==> src/rtl/fetch_pkg.sv <==
// Shared types and constants for the RV32I instruction-fetch stage.
package fetch_pkg;

    typedef enum logic [1:0] {
        PC_SEQ    = 2'b00,
        PC_BRANCH = 2'b01,
        PC_JAL    = 2'b10,
        PC_JALR   = 2'b11
    } pcsrc_t;

    typedef enum logic [1:0] {
        ST_BOOT,
        ST_RUN,
        ST_FLUSH,
        ST_HALT
    } fetch_state_t;

    localparam logic [31:0] NOP_INSTR  = 32'h00000013;
    localparam logic [31:0] RESET_ADDR = 32'hBFC00000;

    function automatic logic is_misaligned(input logic [1:0] lsb);
        return lsb != 2'b00;
    endfunction

endpackage

==> src/rtl/fetch_if.sv <==
// Fetch-stage bus: instruction-memory request/response plus the decode-side handshake.
interface fetch_if #(
    parameter int Width = 32
);
    import fetch_pkg::*;

    logic             imem_req;
    logic [Width-1:0] imem_addr;
    logic             imem_gnt;
    logic             imem_rvalid;
    logic [Width-1:0] imem_rdata;
    logic             instr_valid;
    logic             instr_ready;
    logic [Width-1:0] instr;
    logic [Width-1:0] instr_pc;
    logic [Width-1:0] pc_plus4;
    pcsrc_t           PCsrc;
    logic [Width-1:0] ImmExt;
    logic [Width-1:0] RS1;
    logic             fetch_err;

    modport master (
        output imem_req, imem_addr, instr_valid, instr, instr_pc, pc_plus4, fetch_err,
        input  imem_gnt, imem_rvalid, imem_rdata, instr_ready, PCsrc, ImmExt, RS1
    );

    modport slave (
        input  imem_req, imem_addr, instr_valid, instr, instr_pc, pc_plus4, fetch_err,
        output imem_gnt, imem_rvalid, imem_rdata, instr_ready, PCsrc, ImmExt, RS1
    );

endinterface

==> src/rtl/fetch_buffer.sv <==
// Two-entry {pc, instr} FIFO; the head entry drives the decode outputs directly.
module fetch_buffer
    import fetch_pkg::*;
#(
    parameter int               Width     = 32,
    parameter logic [Width-1:0] ResetAddr = Width'(RESET_ADDR)
) (
    input  logic             clk,
    input  logic             rst_n,
    input  logic             push,
    input  logic [Width-1:0] push_pc,
    input  logic [Width-1:0] push_instr,
    input  logic             pop,
    input  logic             flush,
    output logic             valid,
    output logic [Width-1:0] head_pc,
    output logic [Width-1:0] head_pc4,
    output logic [Width-1:0] head_instr,
    output logic [1:0]       occupancy
);

    logic [Width-1:0] tail_pc;
    logic [Width-1:0] tail_instr;
    logic [1:0]       count;
    logic             do_pop;
    logic             do_push;

    assign do_pop    = pop && (count != 2'd0);
    assign do_push   = push && ((count != 2'd2) || do_pop);
    assign valid     = count != 2'd0;
    assign occupancy = count;

    // An emptied head reverts to nop so decode never sees a stale word.
    always_ff @(posedge clk or negedge rst_n) begin
        if (!rst_n) begin
            count      <= 2'd0;
            head_pc    <= ResetAddr;
            head_pc4   <= ResetAddr + Width'(4);
            head_instr <= Width'(NOP_INSTR);
            tail_pc    <= ResetAddr;
            tail_instr <= Width'(NOP_INSTR);
        end else if (flush) begin
            count      <= 2'd0;
            head_instr <= Width'(NOP_INSTR);
        end else begin
            case ({do_push, do_pop})
                2'b10: begin
                    if (count == 2'd0) begin
                        head_pc    <= push_pc;
                        head_pc4   <= push_pc + Width'(4);
                        head_instr <= push_instr;
                    end else begin
                        tail_pc    <= push_pc;
                        tail_instr <= push_instr;
                    end
                    count <= count + 2'd1;
                end
                2'b01: begin
                    if (count == 2'd2) begin
                        head_pc    <= tail_pc;
                        head_pc4   <= tail_pc + Width'(4);
                        head_instr <= tail_instr;
                    end else begin
                        head_instr <= Width'(NOP_INSTR);
                    end
                    count <= count - 2'd1;
                end
                2'b11: begin
                    if (count == 2'd2) begin
                        head_pc    <= tail_pc;
                        head_pc4   <= tail_pc + Width'(4);
                        head_instr <= tail_instr;
                        tail_pc    <= push_pc;
                        tail_instr <= push_instr;
                    end else begin
                        head_pc    <= push_pc;
                        head_pc4   <= push_pc + Width'(4);
                        head_instr <= push_instr;
                    end
                end
                default: ;
            endcase
        end
    end

endmodule

==> src/rtl/fetch_unit.sv <==
// RV32I fetch stage: owns the PC, tracks in-flight fetches, applies retire-time redirects.
module fetch_unit
    import fetch_pkg::*;
#(
    parameter int               Width     = 32,
    parameter logic [Width-1:0] ResetAddr = Width'(RESET_ADDR)
) (
    input logic     clk,
    input logic     rst_n,
    fetch_if.master bus
);

    fetch_state_t     state;
    logic [Width-1:0] fetch_pc;
    logic [Width-1:0] tag_pc;
    logic [1:0]       out_cnt;
    logic [1:0]       drop_cnt;
    logic             err;

    logic [1:0]       out_next;
    logic [1:0]       drop_next;
    logic [1:0]       occupancy;
    logic [2:0]       load;
    logic             buf_valid;
    logic             retire;
    logic             redirect;
    logic             misaligned;
    logic             can_fetch;
    logic             issue;
    logic             resp;
    logic             dropping;
    logic             push;
    logic [Width-1:0] target;
    logic [Width-1:0] head_pc;
    logic [Width-1:0] head_pc4;
    logic [Width-1:0] head_instr;

    function automatic logic [Width-1:0] redirect_target(
        input pcsrc_t           src,
        input logic [Width-1:0] pc,
        input logic [Width-1:0] imm,
        input logic [Width-1:0] rs1
    );
        logic [Width-1:0] sum;
        if (src == PC_JALR) begin
            sum    = rs1 + imm;
            sum[0] = 1'b0;
        end else begin
            sum = pc + imm;
        end
        return sum;
    endfunction

    assign retire     = buf_valid && bus.instr_ready;
    assign redirect   = retire && (bus.PCsrc != PC_SEQ);
    assign target     = redirect_target(bus.PCsrc, head_pc, bus.ImmExt, bus.RS1);
    assign misaligned = is_misaligned(target[1:0]);
    assign can_fetch  = (state == ST_RUN) || (state == ST_FLUSH);

    // A same-cycle pop frees a slot, which is what lets L=1 sustain one word per cycle.
    assign load      = {1'b0, occupancy} - {2'b00, retire} + {1'b0, out_cnt};
    assign issue     = bus.imem_req && bus.imem_gnt;
    assign resp      = bus.imem_rvalid;
    assign dropping  = drop_cnt != 2'd0;
    assign push      = resp && !dropping && (state != ST_HALT) && !redirect;
    assign out_next  = out_cnt + {1'b0, issue} - {1'b0, resp};
    assign drop_next = (resp && dropping) ? drop_cnt - 2'd1 : drop_cnt;

    assign bus.imem_req    = can_fetch && !redirect && (load < 3'd2);
    assign bus.imem_addr   = fetch_pc;
    assign bus.instr_valid = buf_valid;
    assign bus.instr       = head_instr;
    assign bus.instr_pc    = head_pc;
    assign bus.pc_plus4    = head_pc4;
    assign bus.fetch_err   = err;

    fetch_buffer #(
        .Width     (Width),
        .ResetAddr (ResetAddr)
    ) u_buffer (
        .clk        (clk),
        .rst_n      (rst_n),
        .push       (push),
        .push_pc    (tag_pc),
        .push_instr (bus.imem_rdata),
        .pop        (retire),
        .flush      (redirect),
        .valid      (buf_valid),
        .head_pc    (head_pc),
        .head_pc4   (head_pc4),
        .head_instr (head_instr),
        .occupancy  (occupancy)
    );

    // tag_pc is the address of the oldest response that will be kept; stale ones are dropped first.
    always_ff @(posedge clk or negedge rst_n) begin
        if (!rst_n) begin
            state    <= ST_BOOT;
            fetch_pc <= ResetAddr;
            tag_pc   <= ResetAddr;
            out_cnt  <= 2'd0;
            drop_cnt <= 2'd0;
            err      <= 1'b0;
        end else begin
            out_cnt  <= out_next;
            drop_cnt <= drop_next;
            if (issue) begin
                fetch_pc <= fetch_pc + Width'(4);
            end
            if (push) begin
                tag_pc <= tag_pc + Width'(4);
            end
            case (state)
                ST_BOOT: state <= ST_RUN;
                ST_RUN, ST_FLUSH: begin
                    if (redirect) begin
                        if (misaligned) begin
                            err      <= 1'b1;
                            drop_cnt <= 2'd0;
                            state    <= ST_HALT;
                        end else begin
                            fetch_pc <= target;
                            tag_pc   <= target;
                            drop_cnt <= out_next;
                            state    <= (out_next != 2'd0) ? ST_FLUSH : ST_RUN;
                        end
                    end else if ((state == ST_FLUSH) && (drop_next == 2'd0)) begin
                        state <= ST_RUN;
                    end
                end
                default: state <= ST_HALT;
            endcase
        end
    end

endmodule

==> src/flat_wrapper.sv <==
// flat-port wrapper written by rule: the top's interface ports become plain ports
module fetch_unit_flat import fetch_pkg::*;
#(
    parameter int               Width     = 32,
    parameter logic [Width-1:0] ResetAddr = Width'(RESET_ADDR)
)
  (clk, rst_n, bus_imem_req, bus_imem_addr, bus_instr_valid, bus_instr, bus_instr_pc, bus_pc_plus4, bus_fetch_err, bus_imem_gnt, bus_imem_rvalid, bus_imem_rdata, bus_instr_ready, bus_PCsrc, bus_ImmExt, bus_RS1);
  fetch_if #(.Width(Width)) bus_i ();
  input logic clk;
  input logic rst_n;
  output wire logic [$bits(bus_i.imem_req)-1:0] bus_imem_req;
  output wire logic [$bits(bus_i.imem_addr)-1:0] bus_imem_addr;
  output wire logic [$bits(bus_i.instr_valid)-1:0] bus_instr_valid;
  output wire logic [$bits(bus_i.instr)-1:0] bus_instr;
  output wire logic [$bits(bus_i.instr_pc)-1:0] bus_instr_pc;
  output wire logic [$bits(bus_i.pc_plus4)-1:0] bus_pc_plus4;
  output wire logic [$bits(bus_i.fetch_err)-1:0] bus_fetch_err;
  input wire logic [$bits(bus_i.imem_gnt)-1:0] bus_imem_gnt;
  input wire logic [$bits(bus_i.imem_rvalid)-1:0] bus_imem_rvalid;
  input wire logic [$bits(bus_i.imem_rdata)-1:0] bus_imem_rdata;
  input wire logic [$bits(bus_i.instr_ready)-1:0] bus_instr_ready;
  input wire logic [$bits(bus_i.PCsrc)-1:0] bus_PCsrc;
  input wire logic [$bits(bus_i.ImmExt)-1:0] bus_ImmExt;
  input wire logic [$bits(bus_i.RS1)-1:0] bus_RS1;
  assign bus_imem_req = bus_i.imem_req;
  assign bus_imem_addr = bus_i.imem_addr;
  assign bus_instr_valid = bus_i.instr_valid;
  assign bus_instr = bus_i.instr;
  assign bus_instr_pc = bus_i.instr_pc;
  assign bus_pc_plus4 = bus_i.pc_plus4;
  assign bus_fetch_err = bus_i.fetch_err;
  assign bus_i.imem_gnt = bus_imem_gnt;
  assign bus_i.imem_rvalid = bus_imem_rvalid;
  assign bus_i.imem_rdata = bus_imem_rdata;
  assign bus_i.instr_ready = bus_instr_ready;
  assign bus_i.PCsrc = bus_PCsrc;
  assign bus_i.ImmExt = bus_ImmExt;
  assign bus_i.RS1 = bus_RS1;
  fetch_unit #(.Width(Width), .ResetAddr(ResetAddr)) u_core (.clk(clk), .rst_n(rst_n), .bus(bus_i));
endmodule
==> config.mk <==
export PLATFORM = sky130hd
export DESIGN_NAME = fetch_unit_flat
export DESIGN_NICKNAME = d
export VERILOG_FILES = /design/src/rtl/fetch_pkg.sv /design/src/rtl/fetch_if.sv /design/src/rtl/fetch_buffer.sv /design/src/rtl/fetch_unit.sv /design/src/flat_wrapper.sv
export SDC_FILE = /design/constraint.sdc
export NUM_CORES = 1
export LEC_CHECK = 0
export CAP_MARGIN = 20
export CORE_MARGIN = 3
export CORE_UTILIZATION = 50
export DETAILED_ROUTE_END_ITERATION = 7
export PLACE_DENSITY = 0.78
export RECOVER_POWER = 25
export SYNTH_ARGS = -nofsm -noshare
export SYNTH_HDL_FRONTEND = slang
export SYNTH_SLANG_ARGS = --single-unit
==> constraint.sdc <==
create_clock -name clk -period 2.85 [get_ports clk]
set_input_delay 0.57 -clock clk [delete_from_list [all_inputs] [get_ports clk]]
set_output_delay 0.57 -clock clk [all_outputs]
set_load 0.05 [all_outputs]
=== Yosys cells after proc, flatten, opt, wreduce, memory -nomap -nowiden ===
Index checks and enable logic that the tools add are counted.

* Magnitude comparators: 1
* Bitwise gates (word level): 1
* Reduce and logical (&&, ||, !) cells: 33
* Muxes and demuxes: 39
* Equality and inequality tests: 15
* $add $sub $neg: 12

{| class="wikitable"
|+ Operators with widths
! kind !! number
|-
| two-way mux 32 bit || 23
|-
| case mux 32 bit (3 select lines) || 3
|-
| case mux 32 bit (2 select lines) || 2
|-
| adder 32 x 3 -> 32 bit, second input constant || 3
|-
| adder 32 bit || 2
|-
| two-way mux 2 bit || 9
|-
| logical AND 1 bit || 12
|-
| inequality test 2 bit, second input constant || 6
|-
| nonzero test 2 bit || 6
|-
| == test 2 bit, second input constant || 5
|-
| case mux 2 bit (2 select lines) || 2
|-
| AND reduction 4 bit || 2
|-
| logical NOT 2 bit || 3
|-
| nonzero test 3 bit || 2
|-
| == test 2 x 1 -> 1 bit, second input constant || 2
|-
| nonzero test 4 bit || 1
|-
| subtractor 2 x 1 -> 2 bit, second input constant || 2
|-
| adder 3 x 2 -> 3 bit || 1
|-
| less-than comparator 3 x 2 -> 1 bit, second input constant || 1
|-
| inequality test 3 x 1 -> 1 bit, second input constant || 1
|-
| inequality test 3 x 2 -> 1 bit, second input constant || 1
|-
| AND reduction 3 bit || 1
|-
| subtractor 2 x 1 -> 3 bit || 1
|-
| adder 2 x 1 -> 2 bit || 1
|-
| other kinds (7) || 9
|}

* Register bits: 233
* Output and inout bits: 131
* Logic and storage cells: 113
* Input bits: 103

=== Depth between registers and ports, before layout ===
* Depth in word-level cells: 14
* Gate-level depth with buffers: 15

=== By module ===
From an unflattened synthesis, not the netlist that was laid out.

* Cells, all modules: 1707
* Area total of the unflattened synthesis: 15427.3 um^2

{| class="wikitable"
|+ Modules (own cells, without submodules)
! module !! area each (um^2) !! times used !! cells each
|-
| fetch_buffer || 7987.7 || 1 || 790
|-
| fetch_unit || 7439.6 || 1 || 917
|}

=== Least setup slack after synthesis ===
No wires, ideal clock.

* Kind: input -> register
* Start point: input bus_instr_ready
* End point: register u_core.fetch_pc[31], in the netlist u_core.bus.imem_addr[31]
* Path slack: -446 ps
* Library setup time: 98 ps
* Cell stages on the path: 14
* Data arrival time: 3197 ps
* Path through: clkbuf_2 o21a_1 ha_1 nand2b_1 fa_1 and2_1 nand4_1 nor2_1 nand3_1 or2_2 clkbuf_1 nor2_1 xnor2_1 a221oi_1

* Word-level cells in the longest chain between the ends: 10
* Elaborated cells between the ends (all ways): 13

{| class="wikitable"
|+ RTL lines
! item !! line !! source
|-
| start: declaration || flat_wrapper.sv:21 || <nowiki>input wire logic [$bits(bus_i.instr_ready)-1:0] bus_instr_ready;</nowiki>
|-
| logical AND 1 bit * || fetch_unit.sv:54 || <nowiki>assign retire = buf_valid && bus.instr_ready;</nowiki>
|-
| subtractor 2 x 1 -> 3 bit or logical AND 1 bit (tied branches) || fetch_unit.sv:61, fetch_unit.sv:55 ||
|-
| adder 3 x 2 -> 3 bit or logical NOT 1 bit (tied branches) || fetch_unit.sv:61, fetch_unit.sv:69 ||
|-
| less-than comparator 3 x 2 -> 1 bit or logical AND 1 bit (tied branches) || fetch_unit.sv:69 || <nowiki>assign bus.imem_req = can_fetch && !redirect && (load < 3'd2);</nowiki>
|-
| logical AND 1 bit || fetch_unit.sv:69 ||
|-
| logical AND 1 bit || fetch_unit.sv:62 || <nowiki>assign issue = bus.imem_req && bus.imem_gnt;</nowiki>
|-
| two-way mux 32 bit || fetch_unit.sv:107 || <nowiki>if (issue) begin</nowiki>
|-
| two-way mux 32 bit || fetch_unit.sv:117 || <nowiki>if (misaligned) begin</nowiki>
|-
| two-way mux 32 bit || fetch_unit.sv:116 || <nowiki>if (redirect) begin</nowiki>
|-
| two-way mux 32 bit * || fetch_unit.sv:113 || <nowiki>case (state)</nowiki>
|-
| end signal: assignment || fetch_unit.sv:99 || <nowiki>fetch_pc <= ResetAddr;</nowiki>
|-
| end signal: assignment || fetch_unit.sv:108 || <nowiki>fetch_pc <= fetch_pc + Width'(4);</nowiki>
|-
| end signal: assignment || fetch_unit.sv:122 || <nowiki>fetch_pc <= target;</nowiki>
|-
| end: declaration || fetch_unit.sv:14 || <nowiki>logic [Width-1:0] fetch_pc;</nowiki>
|}

Every way passes the cells marked *; elsewhere a longest branch is shown, timed or not.
A chain may end at the register's enable or synchronous reset.

=== Worst setup path in the final report ===
* Start point: register u_core.u_buffer.count[1], in the netlist u_core.u_buffer.occupancy[1]
* End point: register u_core.fetch_pc[21], in the netlist u_core.bus.imem_addr[21]

* Word-level cells in the longest chain between the ends: 11
* Elaborated cells between the ends (all ways): 14

{| class="wikitable"
|+ RTL lines
! item !! line !! source
|-
| start: declaration || fetch_buffer.sv:24 || <nowiki>logic [1:0] count;</nowiki>
|-
| start signal: assignment || fetch_buffer.sv:56 || <nowiki>count <= count + 2'd1;</nowiki>
|-
| start signal: assignment || fetch_buffer.sv:66 || <nowiki>count <= count - 2'd1;</nowiki>
|-
| nonzero test 2 bit || fetch_buffer.sv:30 || <nowiki>assign valid = count != 2'd0;</nowiki>
|-
| logical AND 1 bit || fetch_unit.sv:54 ||
|-
| subtractor 2 x 1 -> 3 bit or logical AND 1 bit (tied branches) || fetch_unit.sv:61, fetch_unit.sv:55 ||
|-
| adder 3 x 2 -> 3 bit or logical NOT 1 bit (tied branches) || fetch_unit.sv:61, fetch_unit.sv:69 ||
|-
| less-than comparator 3 x 2 -> 1 bit or logical AND 1 bit (tied branches) || fetch_unit.sv:69 ||
|-
| logical AND 1 bit || fetch_unit.sv:69 ||
|-
| logical AND 1 bit || fetch_unit.sv:62 ||
|-
| two-way mux 32 bit || fetch_unit.sv:107 ||
|-
| two-way mux 32 bit || fetch_unit.sv:117 ||
|-
| two-way mux 32 bit || fetch_unit.sv:116 ||
|-
| two-way mux 32 bit * || fetch_unit.sv:113 ||
|}

Marks and branches as above.

==> impl_results.md <==
* Yosys cell types at 78
* Actual slew at the worst max-slew pin at 1.715 ns
* Max Cap Viol at 1
* CP endpoint kind: flip-flop
* Initial antenna violation count at 0
* Grt met1 use at 37.13%
* Chip Width at 179.4 um
* Top FF cell, synth: dfrtp_1
* Async SR Flop Fraction at 100.0%
* Layer with the highest usage: met2
* Peak supply drop at 0.4167 mV
* Root buffer selected by CTS: clkbuf_16
* Worst-path clk slew at 0.06 ns
* Bufs on Longest Clock Path at 3
* Largest net degree at the start of global routing at 68
* CTS sink count at 229
* Share of layout cells above drive strength 1 at 26.75%
* CP startpoint kind: flip-flop
* Layout Nets at 2306
* P_sw at 2.352 mW
* Routed vias at 14936
* Final WL at 51.44 mm
* Clock share of power at 40.0%
* Cell taking the most area after synthesis: dfrtp_1
* Data required, critical path at 3.30 ns
* Routed vias/inst at 5.904
* Worst-Skew Late Latency at 0.53 ns
* CP arrival at 3.82 ns
* Initial DRC count at 1218
* Seq/Total Area, Yosys at 38.54%
* Vias in the first global route at 14965
* CTS Buf Count at 24
* Final hold slack at 0.4589 ns
* Post-Synthesis Net Count at 1854
* Gpl congestion at 0.9319
* Final Max Slew Viols at 68
* First-pass GRT wire length at 79.20 mm
* Core box area at 29170 sq um
* Pleak at 9.544 nW
* Die Area at 32190 sq um
* Netlist Area Pre-Place at 15040 sq um
* Global Route met3 Usage at 3.719%
* Int Pwr at 6.165 mW
* Most instantiated cells after synthesis: nand2_1, dfrtp_1, o21ai_0
* CTS H-tree lvls at 1
* Hold Vio Cnt, Final at 0
* TritonRoute pass-1 iters at 5
* Drt drc at 0
* Comb pwr share at 20.3%
* Worst hold path class: flip-flop to flip-flop
* Sequential power share at 39.7%
* Final worst-path cycle share at 118.0%
* Post-synth EDFFs at 0
* Row count at 62
* Final HPWL DP at 37.60 mm
* Critical path peak fanout at 3
* RSZ-0062 raised after global routing: yes
* Relative slew slack at -14.34%
* Post-synthesis area per instance at 8.973 sq um
* Count leader, synth: nand2_1
* M2 GR Usage at 51.70%
* Skew final at 0.01173 ns
* Yosys reg bits at 229
* I/O Buffers at 233
* Total track usage at 29.69%
* Synth top area share at 29.45%
* Yosys warns at 0
* Failing checks: max-capacitance violations, max-slew violations, negative setup slack
* Power Dens Cells at 397.5 nW/um^2
* CTS tree: built
* Critical path class: flip-flop to flip-flop
* WL/cell at 20.33 um
* Max Freq at 0.2973 GHz
* # IOs at 234
* Top post-synthesis cells by area: dfrtp_1, dfstp_2, ha_1
* Pre-CTS setup slack at -0.8571 ns
* Post-route setup slack at -0.5139 ns
* Final setup viols at 32
* Area Overhead vs Synth at 42.49%
* Status: complete, but fails checks
* Die height at 179.4 um
* Tmin final at 3.364 ns
* N_diodes at 0
* Gr ovfl total at 0
* Sw Share at 27.62%
* Post-route ant nets at 0
* Initial Util at 51.56%
* Mapped Cells at 1676
worst paths after layout:
path                                             endpoint  cells after the start  slack, ns                    startpoint
hold reg to reg              u_core.u_buffer.head_pc4[29]                      2       0.46  u_core.u_buffer.head_pc4[29]
max in group asynchronous  u_core.u_buffer.head_instr[28]                      2       0.43                         rst_n
hold / removal               u_core.u_buffer.head_pc4[29]                      2       0.46  u_core.u_buffer.head_pc4[29]
setup / recovery                 u_core.bus.imem_addr[21]                     16      -0.51  u_core.u_buffer.occupancy[1]
min in group asynchronous    u_core.u_buffer.head_pc4[30]                      1       0.51                         rst_n
setup reg to reg                 u_core.bus.imem_addr[21]                     16      -0.51  u_core.u_buffer.occupancy[1]
sequential cells by signal (all words and copies together), names as in the netlist:
signal	flops
u_core.u_buffer.occupancy	2
u_core.drop_cnt	2
u_core.tag_pc	31
u_core.bus.imem_addr	31
u_core.u_buffer.tail_instr	32
u_core.bus.fetch_err	1
u_core.u_buffer.head_pc	32
u_core.out_cnt	2
u_core.u_buffer.head_instr	32
u_core.u_buffer.tail_pc	32
u_core.state	2
u_core.u_buffer.head_pc4	30
kinds of logic after synthesis:
group,synth area share (%)
xor+xnor,10.02
buf+inv,2.970
mux,6.989
compound gates,18.90
fa+ha+maj,6.390
flops,38.54
simple gates,16.19
power by group through the flow:
stage / clock network [mW] / registers, mW / logic [mW]
4_1_cts: 3.44 / 3.38 / 1.62
2_1_floorplan: 0 / 3.60 / 0.648
6_report: 3.41 / 3.38 / 1.73
3_3_place_gp: 0 / 3.43 / 1.51
5_1_grt: 3.58 / 3.39 / 1.86
3_5_place_dp: 0 / 3.44 / 1.54
cells in the final DEF (no fill, tap or decap), types with 17 or more instances in the layout:
cell | synthesis | routed
dfrtp_1 | 177 | 175
buf_4 | 4 | 251
mux2i_1 | 33 | 33
dfstp_2 | 52 | 52
a211oi_1 | 27 | 18
mux2_2 | 64 | 64
inv_1 | 23 | 23
a21o_1 | 24 | 24
nand3_1 | 46 | 42
xor2_1 | 91 | 89
and3_1 | 20 | 17
clkdlybuf4s50_1 | 0 | 207
nand4_1 | 34 | 34
ha_1 | 72 | 53
o21ai_0 | 152 | 138
xnor2_1 | 81 | 75
nor2_1 | 124 | 110
a22oi_1 | 30 | 29
a21oi_1 | 134 | 119
clkbuf_16 | 0 | 26
nand2_1 | 231 | 225
routing by layer:
| metal | vias to the layer above | share of wire, % |
|---|---|---|
| met5 | - | 0 |
| met4 | 0 | 5.8 |
| li1 | 6879 | - |
| met3 | 155 | 5.7 |
| met2 | 645 | 49 |
| met1 | 7257 | 39 |
cell type report:
type / instances / area, sq um
Timing Repair Buffer: 513 / 4624
Clock buffer: 35 / 724.4
Inverter: 23 / 86.33
Multi-Input combinational cell: 1337 / 9574
Tap cell: 384 / 480.5
Sequential cell: 229 / 5798
Fill cell: 2108 / 7740
Clock inverter: 9 / 140.1
stage by stage:
| step | utilization [%] | cells | TNS (ns) | power, mW | cell area (sq um) |
|---|---|---|---|---|---|
| after CTS | 71.78 | 2517 | -6.259 | 8.446 | 20940 |
| after floorplan | - | 1676 | -5.425 | 4.250 | 15130 |
| after detailed placement | 67.61 | 2464 | -43.56 | 4.979 | 19720 |
| after global placement | 67.61 | 2464 | -37.33 | 4.939 | 19720 |
| final | 73.46 | 2530 | -10.61 | 8.517 | 21430 |
| after global routing | 73.46 | 2530 | -13.34 | 8.834 | 21430 |
what timing repair did:
item | in CTS | in global routing
buffers inserted | 10 | 17
setup endpoints to repair | 56 | 54
pin swaps | 48 | 80
gates resized for setup | 67 | 111
hold buffers | 0 | 0
critical path: stages (launching register included):
cell	delay (ns)
dfrtp_1	0.38
o21a_1	0.21
ha_1	0.27
nand2b_4	0.14
fa_2	0.42
xor2_4	0.27
nand2_4	0.09
buf_6	0.13
nor3b_4	0.30
buf_4	0.18
buf_6	0.10
nand3_4	0.09
nor2_4	0.15
buf_4	0.13
nand4_1	0.13
xor2_1	0.17
a21oi_1	0.12
No activity file was read; power rests on OpenSTA's default activity.
